===== src/rtl/gf_pkg.sv =====
// gf_pkg: shared definitions for the GF(2^m) multiplier array.
//   GF_M  : default field width, used as the data width at array instantiation sites.
//   clog2 : ceiling log2 for elaboration-time sizing of counters.
package gf_pkg;

  localparam int GF_M = 8;

  function automatic int clog2(input int n);
    int r;
    r = 0;
    for (int i = 0; i < 31; i++) begin
      if ((1 << i) < n) r = i + 1;
    end
    return r;
  endfunction

endpackage


===== src/rtl/gf_delay_stage.sv =====
// gf_delay_stage: one register slot of the skewing delay line.
// Ports:
//   clk    in  rising-edge clock
//   rst    in  asynchronous active-low reset (clears data and valid)
//   en     in  1 = load from the previous slot, 0 = hold
//   clr    in  synchronous flush; beats en
//   squash in  1 = load all-zero data when v_in is 0
//   v_in   in  valid of the previous slot (or line input)
//   d_in   in  data of the previous slot (or line input)
//   v_out  out registered valid
//   d_out  out registered data
module gf_delay_stage
  import gf_pkg::*;
#(
  parameter int WIDTH = GF_M
) (
  input  logic             clk,
  input  logic             rst,
  input  logic             en,
  input  logic             clr,
  input  logic             squash,
  input  logic             v_in,
  input  logic [WIDTH-1:0] d_in,
  output logic             v_out,
  output logic [WIDTH-1:0] d_out
);

  // Bubbles carry 0, the additive identity, so downstream XOR
  // accumulators are unaffected by invalid slots.
  function automatic logic [WIDTH-1:0] squash_word(input logic       sq,
                                                   input logic       vld,
                                                   input logic [WIDTH-1:0] w);
    return (sq && !vld) ? '0 : w;
  endfunction

  logic             vld_p0;
  logic [WIDTH-1:0] data_p0;

  // ---- stage register ----
  always_ff @(posedge clk or negedge rst) begin
    if (!rst) begin
      vld_p0  <= 1'b0;
      data_p0 <= '0;
    end else if (clr) begin
      vld_p0  <= 1'b0;
      data_p0 <= '0;
    end else if (en) begin
      vld_p0  <= v_in;
      data_p0 <= squash_word(squash, v_in, d_in);
    end
  end

  assign v_out = vld_p0;
  assign d_out = data_p0;

endmodule


===== src/rtl/gf_delay_line.sv =====
// gf_delay_line: stallable, flushable delay line used to skew operands and
// partial products between systolic cells of the GF(2^m) multiplier.
// Ports:
//   clk       in  rising-edge clock
//   rst       in  asynchronous active-low reset
//   en        in  1 = every slot shifts one position, 0 = every slot holds
//   clr       in  synchronous flush of all slots (beats en)
//   in_valid  in  qualifies d
//   d         in  input word
//   out_valid out valid of the last slot
//   q         out data of the last slot (registered, no path from d)
//   fill      out number of slots currently holding a valid word
module gf_delay_line
  import gf_pkg::*;
#(
  parameter int WIDTH  = GF_M,
  parameter int DEPTH  = 4,
  parameter bit SQUASH = 1'b1
) (
  input  logic                        clk,
  input  logic                        rst,
  input  logic                        en,
  input  logic                        clr,
  input  logic                        in_valid,
  input  logic [WIDTH-1:0]            d,
  output logic                        out_valid,
  output logic [WIDTH-1:0]            q,
  output logic [clog2(DEPTH+1)-1:0]   fill
);

  localparam int FILL_W = clog2(DEPTH + 1);

  // Element 0 is the line input; element i is the output of slot i-1.
  logic             v_bus [DEPTH+1];
  logic [WIDTH-1:0] d_bus [DEPTH+1];

  assign v_bus[0] = in_valid;
  assign d_bus[0] = d;

  for (genvar i = 0; i < DEPTH; i++) begin : g_stage
    gf_delay_stage #(
      .WIDTH (WIDTH)
    ) u_stage (
      .clk    (clk),
      .rst    (rst),
      .en     (en),
      .clr    (clr),
      .squash (SQUASH),
      .v_in   (v_bus[i]),
      .d_in   (d_bus[i]),
      .v_out  (v_bus[i+1]),
      .d_out  (d_bus[i+1])
    );
  end

  assign out_valid = v_bus[DEPTH];
  assign q         = d_bus[DEPTH];

  // ---- occupancy counter, updated on the same edge as the slots ----
  // One word enters and one leaves per shift, so the count can only move
  // by the difference of the entering and exiting valids and never wraps.
  always_ff @(posedge clk or negedge rst) begin
    if (!rst) begin
      fill <= '0;
    end else if (clr) begin
      fill <= '0;
    end else if (en) begin
      fill <= fill + FILL_W'(in_valid) - FILL_W'(v_bus[DEPTH]);
    end
  end

  logic [FILL_W-1:0] v_count;
  always_comb begin
    v_count = '0;
    for (int i = 1; i <= DEPTH; i++) begin
      v_count = v_count + FILL_W'(v_bus[i]);
    end
  end

  fill_matches_valids: assert property (@(posedge clk) disable iff (!rst)
                                        fill == v_count);

endmodule

===== config.mk =====
export PLATFORM = sky130hd
export DESIGN_NAME = gf_delay_line
export DESIGN_NICKNAME = d
export VERILOG_FILES = /design/src/rtl/gf_pkg.sv /design/src/rtl/gf_delay_stage.sv /design/src/rtl/gf_delay_line.sv
export SDC_FILE = /design/constraint.sdc
export NUM_CORES = 1
export LEC_CHECK = 0
export ABC_AREA = 1
export CAP_MARGIN = 5
export CORE_MARGIN = 2
export CORE_UTILIZATION = 35
export CTS_CLUSTER_DIAMETER = 200
export CTS_CLUSTER_SIZE = 8
export DETAILED_ROUTE_END_ITERATION = 6
export GPL_ROUTABILITY_DRIVEN = 0
export PLACE_DENSITY = 0.55
export SYNTH_ARGS = -nofsm -noshare
export SYNTH_HDL_FRONTEND = slang
export SYNTH_SLANG_ARGS = --single-unit

===== constraint.sdc =====
create_clock -name clk -period 1.39 [get_ports clk]
set_input_delay 0.139 -clock clk [delete_from_list [all_inputs] [get_ports clk]]
set_output_delay 0.139 -clock clk [all_outputs]
set_load 0.05 [all_outputs]

==> Word level (Yosys, flattened, before mapping) <==
Index checks and enable logic that the tools add are counted.
{ "op_classes": {"addsub": 2, "n_lt_le_gt_ge": 0, "eq_ne": 0, "div": 0, "mul": 0, "n_mux": 22, "shift": 0, "n_bitwise": 0, "reduce_logical": 1} }
{ "op_table": {"columns": ["op", "n"], "rows": [
  ["8-bit two-way mux", 12],
  ["1-bit two-way mux", 8],
  ["3-bit two-way mux", 2],
  ["3-bit by 1-bit adder with 3-bit output", 1],
  ["3-bit by 1-bit subtractor with 3-bit output", 1],
  ["2-bit nonzero test", 1]
]} }
{ "totals": {"mem_bits_ro": 0, "output_inout_bits": 12, "ram_bits": 0, "in_bits": 13, "latch_bits": 0, "regBits": 39, "word_cells": 34, "memories": 0} }

==> Depth between registers and ports, before layout <==
{ "depth": {"depth_word": 4, "ltp_mapped": 10, "ltp_nobuf": 10} }

==> Hierarchy <==
A second synthesis with hierarchy kept.
{ "hier_totals": {"cells_unflattened": 193, "hier_area_um2": 1685.4} }
{ "modules_own_cells": {"columns": ["module", "cells_each", "seq_area_each_um2", "area_each_um2", "n_inst"], "rows": [
  ["gf_delay_stage", 41, 225.2, 365.4, 4],
  ["gf_delay_line", 29, 75.1, 224.0, 1]
]} }

==> Worst setup path after synthesis <==
No wires, ideal clock.
{ "synth_path": {"path_type": "register -> register", "start": "register fill[0]", "end": "register fill[2]", "path_slack_ns": -0.483, "stages_incl_launch_ff": 11, "t_required_ns": 1.272, "t_arrival_ns": 1.755, "path_buffers": 0, "setup_time_ns": 0.118, "synth_period_minus_slack_ns": 1.873, "cell_sequence": "dfrtp_1 inv_1 ha_1 inv_1 ha_1 inv_1 fa_1 inv_1 nand2_1 nand3_1 nand2_1"} }
{ "synth_between": {"elab_chain_cells": 4} }
{ "synth_lines": {"columns": ["item", "line_no", "rtl"], "rows": [
  ["start: declaration", "gf_delay_line.sv:28", "output logic [clog2(DEPTH+1)-1:0] fill"],
  ["start signal: assignment", "gf_delay_line.sv:68", "fill <= fill + FILL_W'(in_valid) - FILL_W'(v_bus[DEPTH]);"],
  ["3-bit by 1-bit adder with 3-bit output", "gf_delay_line.sv:68", null],
  ["3-bit by 1-bit subtractor with 3-bit output", "gf_delay_line.sv:68", null],
  ["3-bit two-way mux", "gf_delay_line.sv:67", "end else if (en) begin"],
  ["3-bit two-way mux", "gf_delay_line.sv:65", "end else if (clr) begin"]
]} }
Every way passes these cells. The select of a mux whose other input is x is not followed.
A chain may end at the register's enable or synchronous reset.

==> Worst setup path in the final report <==
{ "layout_path": {"start": "register fill[0]", "end": "register fill[1]"} }
The elaborated chain is that of the path after synthesis.

==> results.rst <==
.. list-table::
   :header-rows: 1

   * - Metric
     - Value
   * - Outcome
     - finished, violations left
   * - Violated checks
     - negative setup slack
   * - Leak
     - 0.9997 nW
   * - Max Freq
     - 0.6429 GHz
   * - Area Overhead vs Synth
     - 33.01%
   * - Switching part of the total
     - 0.2188
   * - Number of filler instances in the final layout
     - 426
   * - TritonCTS clock tree
     - yes
   * - Remaining routing DRC violations
     - 0
   * - Die area
     - 0.005356 mm2
   * - CP arrival
     - 1.73 ns
   * - Final core utilization
     - 0.4781
   * - Worst setup path startpoint
     - fill[0]
   * - Number of buffers between clock root and the deepest sink
     - 2
   * - Length of the first detailed-routing pass in iterations
     - 5
   * - Row cnt
     - 25
   * - Detailed Route WL
     - 2.953 mm
   * - Sw Pwr
     - 0.0005134 W
   * - Wire length of the first global-routing pass
     - 4.857 mm
   * - Biggest fanout along the worst timing path
     - 2
   * - Vias post-DR
     - 1140
   * - Reg-to-reg startpoint
     - fill[0]
   * - Most common cell after layout, fill and taps aside
     - dfrtp_1
   * - Area of the mapped netlist
     - 0.001675 mm2
   * - Final critical-path required period
     - 1.555 ns
   * - Required time worst endpoint
     - 1.56 ns
   * - Synth warn
     - 0
   * - Clock-pin slew on the worst setup and hold paths
     - 0.07 ns
   * - Highest-count cells in the layout ignoring fill and taps
     - dfrtp_1 (37), inv_1 (27), nand2_1 (24)
   * - Setup TNS
     - -0.2893 ns
   * - Clock Power Share
     - 0.410
   * - Final count of hold timing violations
     - 0
   * - Average via count per standard cell
     - 4.691
   * - Number of clock sinks seen by CTS
     - 39
   * - Total count of max-transition violations in the final report
     - 0
   * - Synth Net Count
     - 178
   * - Floorplan core area
     - 0.004661 mm2
   * - Final period util
     - 1.119
   * - Number of global-route vias before repair
     - 1086
   * - Cell types occupying the most area after synthesis
     - dfrtp_1 (58%), inv_1 (6.9%), o22ai_1 (6.0%), nand2_1 (5.4%), o21ai_2 (5.2%)
   * - Reg2Reg Setup Slack
     - -0.17 ns
   * - Part of the Yosys area used for sequential elements
     - 0.5825
   * - First-iteration detailed-routing DRC count
     - 64
   * - Classification of the worst setup path
     - flip-flop to flip-flop
   * - Worst min path class
     - input pin to flip-flop
   * - Clock skew
     - 0.004691 ns
   * - Pin count of the biggest net entering global routing
     - 40
   * - Aggregate global-route resource usage
     - 0.1219
   * - Slew @ Worst Pin
     - 0.4811 ns
   * - Average size of a mapped cell
     - 10.34 um2
   * - Total congestion overflow after global routing
     - 0
   * - Worst setup SP type
     - flip-flop
   * - Clock insertion delay at the later pin of the skew report
     - 0.29 ns
   * - Worst Setup End Kind
     - flip-flop
   * - Count of antenna diodes in the layout
     - 0
   * - Flop and latch count out of synthesis
     - 39
   * - Buffer cell driving the clock tree root
     - clkbuf_8
   * - RSZ-0062 raised after global routing
     - yes
   * - Total chip power
     - 0.002346 W
   * - Ratio of total power to cell area
     - 1053 mW/mm2
   * - Maximum level of the CTS H-tree
     - 2
   * - Power share of the sequential group
     - 0.496
   * - Number of buffers created by CTS
     - 5
   * - Fraction of layout cells with a size suffix above 1
     - 0.2963
   * - Initial antenna violation count
     - 0
   * - Chip width
     - 73.19 um
   * - Hold Worst Slack
     - 0.4240 ns
   * - Number of nets with antenna violations after routing
     - 0
   * - Hold Crit Start
     - d[5]
   * - Die H
     - 73.19 um
   * - Nets
     - 204
   * - Unique masters post-synth
     - 16
   * - WL/cell
     - 12.15 um
   * - Number of I/O pins
     - 25
   * - Worst max-slew margin expressed relative to the limit
     - 0.6793
   * - Initial core utilization
     - 0.3595
   * - Comb pwr share
     - 0.094
   * - Final setup violation count
     - 2
   * - Worst IR drop on VDD
     - 0.5573 mV
   * - Count of max-cap constraint violations
     - 0
   * - Largest area contributor in the netlist
     - dfrtp_1
   * - Share of the synthesized area in the top cell type
     - 0.5825
   * - DP HPWL
     - 2.149 mm
   * - Gate count after technology mapping
     - 162
   * - Number of buffer cells added on primary ports
     - 24
   * - Slack of the critical path
     - -0.1655 ns
   * - Internal power consumption
     - 0.001833 W
## metrics by stage
step                      instances  setup WS, ns  cell area [um2]
final                           243       -0.1655             2228
after global routing            243       -0.2049             2228
after CTS                       243       -0.1716             2228
after detailed placement        233       -0.1922             2093
after global placement          233       -0.1594             2093
after floorplan                 162       -0.3106             1705
## power by group through the flow
| stage | clock network, W | logic (W) | registers [W] |
|---|---|---|---|
| final | 0.000961 | 0.000221 | 0.00116 |
| after global routing | 0.00103 | 0.000241 | 0.00117 |
| after CTS | 0.000987 | 0.000225 | 0.00116 |
| after detailed placement | 0 | 0.000219 | 0.00119 |
| after global placement | 0 | 0.000212 | 0.00119 |
| after floorplan | 0 | 0.0000873 | 0.00120 |
## cell type report
| type | count | area, um2 | share of cell area |
|---|---|---|---|
| clock inverter | 2 | 35.03 | 0.01572 |
| clock buffer | 6 | 82.58 | 0.03706 |
| timing repair buffer | 32 | 442.9 | 0.1988 |
| multi-input combinational | 76 | 494.2 | 0.2218 |
| inverter | 34 | 127.6 | 0.05727 |
| tap | 54 | 67.56 | 0.03032 |
| sequential | 39 | 978.4 | 0.4391 |
## logic make-up (layout without fill, tap and decap cells)
logic type,count (synthesis),in the layout,synth area share
AO/OA/AOI/OAI,34,34,0.1404
AND/OR/NAND/NOR,39,39,0.1113
adder cells (fa/ha/maj),3,3,0.02688
flip-flops,39,39,0.5825
buffers and inverters,47,74,0.1389
## critical path: stages, from the launching register on
cell and delay [ns]:
dfrtp_2 0.41, inv_2 0.07, ha_4 0.19, inv_2 0.06, ha_4 0.11, inv_2 0.03
fa_2 0.51, o22ai_2 0.06
## cell usage after synthesis
| cell | n |
|---|---|
| buf_6 | 2 |
| nor2_4 | 1 |
| inv_1 | 31 |
| nand3_1 | 10 |
| o22ai_2 | 1 |
| o21ai_2 | 10 |
| nand2_1 | 24 |
| inv_2 | 3 |
| ha_1 | 2 |
| fa_1 | 1 |
| nand2_4 | 2 |
| dfrtp_1 | 39 |
| nand2_2 | 2 |
| buf_4 | 11 |
| o21ai_0 | 7 |
| o22ai_1 | 16 |
## sequential cells by signal (all words and copies together) (netlist names)
signal	cells
fill	3
g_stage.u_stage.d_out	32
g_stage.u_stage.v_out	4
## repair_timing
action,CTS,global route
cloned,0,0
setup endpoints to repair,2,2
endpoints found under the hold margin,39,0
resized for setup,0,1
pin swaps,4,1
hold buffers,1,0
buffers inserted,1,0
## metal layers
metal	vias to the layer above	track usage	part of all wire
li1	561	-	-
met1	544	0.1580	0.46
met2	28	0.1872	0.47
met3	7	0.02901	0.043
met4	0	0.06790	0.024
met5	-	0	0
## final timing paths
kind / endpoint / depth (start not counted)
worst max-delay path: fill[1] / 7
worst min-delay path: g_stage[0].u_stage.d_out[5] / 3
worst max register to register: fill[1] / 7
worst min register to register: g_stage[0].u_stage.v_out / 2
max in group asynchronous: g_stage[3].u_stage.v_out / 3
min in group asynchronous: g_stage[3].u_stage.d_out[2] / 3
(Power assumes the default switching activity.)
